File: config.mk
export PLATFORM = sky130hd
export DESIGN_NAME = hash_result_scanner
export DESIGN_NICKNAME = d
export VERILOG_FILES = /design/src/rtl/hash_result_scanner.sv
export SDC_FILE = /design/constraint.sdc
export NUM_CORES = 1
export LEC_CHECK = 0
export ABC_AREA = 1
export CORE_ASPECT_RATIO = 0.6
export CORE_MARGIN = 2
export CORE_UTILIZATION = 46
export DETAILED_ROUTE_END_ITERATION = 12
export MAX_ROUTING_LAYER = met4
export PLACE_DENSITY = 0.84
export REMOVE_ABC_BUFFERS = 1
export SKIP_LAST_GASP = 1
export SYNTH_ARGS = -nofsm -noshare
export SYNTH_HDL_FRONTEND = slang
export SYNTH_SLANG_ARGS = --single-unit
export TNS_END_PERCENT = 10
File: constraint.sdc
create_clock -name clk -period 2.2 [get_ports clk]
set_input_delay 0.22 -clock clk [delete_from_list [all_inputs] [get_ports clk]]
set_output_delay 0.22 -clock clk [all_outputs]
set_load 0.01 [all_outputs]
File: src/rtl/hash_result_scanner.sv
// Scans NUM_NONCES consecutive hash words from memory and reports
// the first word below target and the minimum word seen.
module hash_result_scanner #(
  parameter int NUM_NONCES = 16
) (
  input  logic        clk,
  input  logic        reset_n,
  input  logic        start,
  input  logic [15:0] output_addr,
  input  logic [31:0] target,
  output logic        done,
  output logic        mem_clk,
  output logic        mem_we,
  output logic [15:0] mem_addr,
  output logic [31:0] mem_write_data,
  input  logic [31:0] mem_read_data,
  output logic        found,
  output logic [3:0]  found_nonce,
  output logic [31:0] min_hash,
  output logic [3:0]  min_nonce
);

  typedef enum logic [1:0] {
    IDLE,
    PRIME,
    SCAN,
    FIN
  } state_t;

  localparam logic [3:0] LAST = 4'(NUM_NONCES - 1);
  localparam logic [4:0] NN   = 5'(NUM_NONCES);

  state_t      state;
  logic [15:0] base_q;
  logic [31:0] target_q;
  logic [3:0]  idx;
  logic [4:0]  k2;
  logic        more;
  logic [15:0] next_addr;

  assign mem_clk        = clk;
  assign mem_we         = 1'b0;
  assign mem_write_data = 32'd0;

  // Address of the word fetched two captures ahead of the current one.
  assign k2        = {1'b0, idx} + 5'd2;
  assign more      = k2 < NN;
  assign next_addr = base_q + {12'd0, idx} + 16'd2;

  // Scan sequencer, address generator and result accumulation.
  always_ff @(posedge clk or negedge reset_n) begin
    if (!reset_n) begin
      state       <= IDLE;
      base_q      <= 16'd0;
      target_q    <= 32'd0;
      idx         <= 4'd0;
      mem_addr    <= 16'd0;
      done        <= 1'b0;
      found       <= 1'b0;
      found_nonce <= 4'd0;
      min_hash    <= 32'd0;
      min_nonce   <= 4'd0;
    end else begin
      case (state)
        IDLE: begin
          if (start) begin
            base_q      <= output_addr;
            target_q    <= target;
            mem_addr    <= output_addr;
            idx         <= 4'd0;
            found       <= 1'b0;
            found_nonce <= 4'd0;
            min_hash    <= 32'd0;
            min_nonce   <= 4'd0;
            state       <= PRIME;
          end
        end
        PRIME: begin
          mem_addr <= base_q + 16'd1;
          state    <= SCAN;
        end
        SCAN: begin
          if (!found && (mem_read_data < target_q)) begin
            found       <= 1'b1;
            found_nonce <= idx;
          end
          if ((idx == 4'd0) || (mem_read_data < min_hash)) begin
            min_hash  <= mem_read_data;
            min_nonce <= idx;
          end
          if (idx == LAST) begin
            done  <= 1'b1;
            state <= FIN;
          end else begin
            idx <= idx + 4'd1;
            if (more) mem_addr <= next_addr;
          end
        end
        FIN: begin
          if (!start) begin
            done  <= 1'b0;
            state <= IDLE;
          end
        end
        default: state <= IDLE;
      endcase
    end
  end

endmodule
**Word-level counts from Yosys, hierarchy flattened**

Cells that the tools add are included.

- Flip-flop bits (word level): 112
- Bits of input ports: 83
- Logic and storage cells: 68
- Output and inout port bits: 92

- Add/sub/neg operators: 5
- Reduce and logical (&&, ||, !) cells: 15
- Order comparisons: 3
- Multiplexer cells: 24
- Eq/ne operators: 11

Operators by type and width:

| operator | count |
|---|---|
| 32-bit < comparator | 2 |
| 32-bit 2-to-1 mux | 2 |
| 32-bit case mux with 2 select lines | 1 |
| 16-bit 2-to-1 mux | 3 |
| 16-bit case mux with 3 select lines | 1 |
| 4-bit case mux with 2 select lines | 3 |
| 16-bit by 1-bit adder with 16-bit output, second input constant | 1 |
| 16-bit by 2-bit adder with 16-bit output, second input constant | 1 |
| 16-bit by 4-bit adder with 16-bit output | 1 |
| 4-bit 2-to-1 mux | 4 |
| 3-bit AND reduction | 5 |
| 2-bit != test, second input constant | 7 |
| 2-bit case mux with 4 select lines | 1 |
| 2-bit 2-to-1 mux | 3 |
| 4-bit by 2-bit adder with 5-bit output, second input constant | 1 |
| 5-bit < comparator, second input constant | 1 |
| 4-bit by 1-bit adder with 4-bit output, second input constant | 1 |
| 2-bit equality test, second input constant | 2 |
| 4-bit equality test, second input constant | 1 |
| 4-bit logical NOT | 1 |
| 1-bit 2-to-1 mux | 4 |
| 1-bit case mux with 2 select lines | 2 |
| 4-bit AND reduction | 1 |
| 2-bit nonzero test | 2 |
| other kinds (7) | 7 |

**Depth between registers and ports, before layout**

- Depth after elaboration: 5
- Depth in mapped cells: 17
- Depth with buffers taken out: 17

==> qor.log <==
[outcome] result of the run complete, but fails checks
[outcome] violated checks negative setup slack
[detailed_routing] via count 7,364
[worst_hold_path] min-delay worst type in2async
[timing] Clock Skews 0.0125 ns
[power_and_ir_drop] power per cell area 1230 nW/um^2
[timing] Worst Slack Setup Final -0.0545 ns
[cts] later-pin clock latency in the skew report 0.47 ns
[die] count of pins on the block boundary 175
[global_route] largest net degree at the start of global routing 56
[critical_path] peak per-stage delay on the critical path 0.38 ns
[place] Post-DP HPWL 15,700 um
[layout] post-route insts no fill 1,410
[synth] Post-Synthesis Cells 1,009
[die] area of the die 17,500 um^2
[layout] Area Overhead vs Synth 35.3%
[detailed_routing] first-pass detailed-route iteration total 6
[cts] clock tree from TritonCTS yes
[timing] RSZ-0062 raised after global routing yes
[die] initial core utilization 46.8%
[synth] Top FF cell, synth sky130_fd_sc_hd__dfrtp_1
[layout] ANT cells 0
[critical_path] Startpoint Class flop
[critical_path] data arrival time at the worst-slack endpoint 2.60 ns
[place] gpl congestion 0.970
[synth] netlist area before placement 7560 um^2
[power_and_ir_drop] switching power summed over all nets 5.51 mW
[detailed_routing] iteration-0 DRC count of the detailed router 593
[synth] number of warnings reported in the yosys synthesis log 0
[global_route] via count of the first global-routing pass 6,943
[place] count of buffers from port buffering 141
[critical_path] worst path required time 2.55 ns
[synth] Yosys cell types 42
[power_and_ir_drop] Final Power 12.6 mW
[timing] setup TNS after final layout -0.636 ns
[critical_path] Critical Path Slowest Stage Cell sky130_fd_sc_hd__dfrtp_1
[place] placed cells 1,374
[global_route] Congestion Overflow GR 0
[synth] cell with the most instances after synthesis sky130_fd_sc_hd__nand2_1
[critical_path] ordered cell list for the critical path inv_2 -> ha_4 -> inv_2 -> ha_4 -> fa_2 -> nand2_1 -> nand2_1 -> nand2_1 -> nand2_2 -> inv_4 -> o21ai_2 -> o211ai_1 -> a31oi_1 -> o21ai_1 -> nand2_1
[power_and_ir_drop] part of the total power dissipated in the clock network 17.2%
[synth] post-synthesis sequential area ratio 37.1%
[power_and_ir_drop] part of the power in registers 26.6%
[synth] Post-synth ARST share 100%
[place] DP Worst Slack -0.315 ns
[synth] number of flops mapped to enable cells by yosys 0
[synth] flip-flop and latch count after synthesis 112
[power_and_ir_drop] leakage power 5.16 nW
[detailed_routing] number of remaining DRC errors 0
[die] Placeable Area 16,200 um^2
[timing] hold violation total from the final report 0
[timing] actual transition at the worst max-transition pin 0.621 ns
[critical_path] Max FO, Critical Path 4
[timing] worst relative slew slack 58.6%
[synth] Area contributors post-synth sky130_fd_sc_hd__dfrtp_1 37%, sky130_fd_sc_hd__nand2_1 15%, sky130_fd_sc_hd__ha_1 13%
[timing] clock period minus final worst setup slack 2.25 ns
[layout] share of layout cells above drive strength 1 12.7%
[timing] f_max 444 MHz
[detailed_routing] via density per instance 5.22
[power_and_ir_drop] switching power as a share of total power 43.8%
[detailed_routing] DRT Wirelength 21,800 um
[power_and_ir_drop] largest voltage drop on the vdd net 0.558 mV
[synth] top cell type's share of synthesized area 37.1%
[timing] count of final max-slew check failures 0
[die] die outline height 103 um
[run] max-cap check violation count 0
[detailed_routing] average wire per standard cell 15.5 um
[global_route] Tot GR Track Use 25.3%
[die] horizontal extent of the die 170 um
[layout] Final Net Count 1,359
[die] standard-cell row count 36
[detailed_routing] DRT antenna net count 0
[synth] Synth area leader sky130_fd_sc_hd__dfrtp_1
[critical_path] CP Class reg2reg
[power_and_ir_drop] relative contribution of combinational cells to total power 56.2%
[global_route] global-route wire length before repair 33,800 um
[power_and_ir_drop] internal power 7.08 mW
[timing] share of the clock period used by the worst path after layout 102%
[synth] cell types with the highest counts after synthesis 300 x sky130_fd_sc_hd__nand2_1, 150 x sky130_fd_sc_hd__inv_1, 112 x sky130_fd_sc_hd__dfrtp_1
[synth] post-synthesis area per instance 7.49 um^2
[cts] clock-pin slew of the registers on the worst-case setup and hold paths 0.08 ns
[timing] endpoints failing setup 36
[critical_path] Most Frequent Cell on Critical Path sky130_fd_sc_hd__nand2_1
[global_route] antenna violations before repair 0
[critical_path] Setup crit end kind flop
power by group through the flow:
stage | logic [mW] | registers (mW) | clock network (mW)
2_1_floorplan | 3.47 | 3.43 | 0
3_3_place_gp | 6.09 | 3.33 | 0.0462
3_5_place_dp | 6.33 | 3.36 | 0.0462
4_1_cts | 6.42 | 3.33 | 2.20
5_1_grt | 7.87 | 3.45 | 2.28
6_report | 7.08 | 3.35 | 2.17
metrics by stage:
| stage | utilization, % | instance area [um^2] | hold slack, ns |
|---|---|---|---|
| floorplan | - | 7240 | -0.0756 |
| global placement | 57.9 | 9370 | 0.278 |
| detailed placement | 57.9 | 9370 | 0.280 |
| CTS | 60.7 | 9820 | 0.303 |
| global route | 63.3 | 10200 | 0.318 |
| finish | 63.3 | 10200 | 0.310 |
critical path: cells and delay by family, from the launching register on:
kind	cells	cell delay (ns)
DFF	1	0.38
AOI/OAI and AO/OA	4	0.43
and+or+nand+nor	5	0.37
buffers and inverters	3	0.20
adders and majority gates	3	0.74
cell type report:
type                            instances  area, um^2
Tap cell                              209         262
Timing Repair Buffer                  206        2040
Clock inverter                          7         104
Inverter                              157         594
Clock buffer                           13         310
Sequential cell                       112        2800
Multi-Input combinational cell        706        4110
Fill cell                            1360        5940
per-layer routing:
layer / track usage (%) / routed length (um) / vias to the layer above
met5: - / 0 / -
met4: 4.93 / 258 / 0
li1: - / - / 3530
met2: 38.2 / 9220 / 359
met1: 34.8 / 10100 / 3445
met3: 6.35 / 2180 / 30
cells in the final DEF, fill, tap and decap left out, types with 4 or more instances in the layout:
master,Yosys,routed
sky130_fd_sc_hd__nor3_1,7,6
sky130_fd_sc_hd__dfrtp_1,112,111
sky130_fd_sc_hd__ha_1,79,67
sky130_fd_sc_hd__buf_4,39,55
sky130_fd_sc_hd__ha_4,0,11
sky130_fd_sc_hd__buf_12,0,7
sky130_fd_sc_hd__a31oi_1,7,7
sky130_fd_sc_hd__nand4_1,4,4
sky130_fd_sc_hd__nand2_4,2,4
sky130_fd_sc_hd__nand2_2,2,9
sky130_fd_sc_hd__clkbuf_16,0,15
sky130_fd_sc_hd__o21ai_1,2,7
sky130_fd_sc_hd__o211ai_1,6,6
sky130_fd_sc_hd__inv_2,6,12
sky130_fd_sc_hd__inv_1,150,142
sky130_fd_sc_hd__clkdlybuf4s50_1,0,140
sky130_fd_sc_hd__nand3_2,2,5
sky130_fd_sc_hd__nor2_4,2,4
sky130_fd_sc_hd__a21oi_1,57,54
sky130_fd_sc_hd__nor2_1,23,20
sky130_fd_sc_hd__nand2_1,300,290
sky130_fd_sc_hd__conb_1,1,33
sky130_fd_sc_hd__nand3_1,80,77
sky130_fd_sc_hd__o21ai_0,81,73
flip-flops by register name (all words and copies together), names as in the netlist:
| register | flops |
|---|---|
| found | 1 |
| base_q | 16 |
| found_nonce | 4 |
| idx | 4 |
| mem_addr | 16 |
| min_hash | 32 |
| target_q | 32 |
| state | 2 |
| min_nonce | 4 |
| done | 1 |
repair_timing:
item | in CTS | in global routing
pin swaps | 8 | 22
hold endpoints to repair | 42 | 0
endpoints found under the setup margin | 45 | 53
gates resized for setup | 13 | 51
setup buffers | 1 | 12
hold buffers | 1 | 0
cloned | 0 | 3
final timing paths:
kind                                   from            to  slack [ns]  cells after the start
worst max register to register       idx[1]   mem_addr[7]       -0.05                     15
worst min register to register  mem_addr[9]   mem_addr[9]        0.47                      2
worst max-delay path                 idx[1]   mem_addr[7]       -0.05                     15
max in group asynchronous           reset_n  min_hash[17]        1.22                      3
worst min-delay path                reset_n        idx[2]        0.31                      2
min in group clk                 target[22]  target_q[22]        0.31                      3
kinds of logic (layout without fill, tap and decap cells):
| logic type | Yosys count | count (layout) | synth area share [%] |
|---|---|---|---|
| AOI/OAI and AO/OA | 158 | 158 | 11.0 |
| xor gates and xnor gates | 2 | 2 | 0.232 |
| and+or+nand+nor | 433 | 433 | 24.7 |
| DFF | 112 | 112 | 37.1 |
| adders and majority gates | 80 | 80 | 13.3 |
| buffers and inverters | 223 | 383 | 13.6 |
| other | 1 | 33 | 0.0496 |
Power figures use the tool's default switching activity.
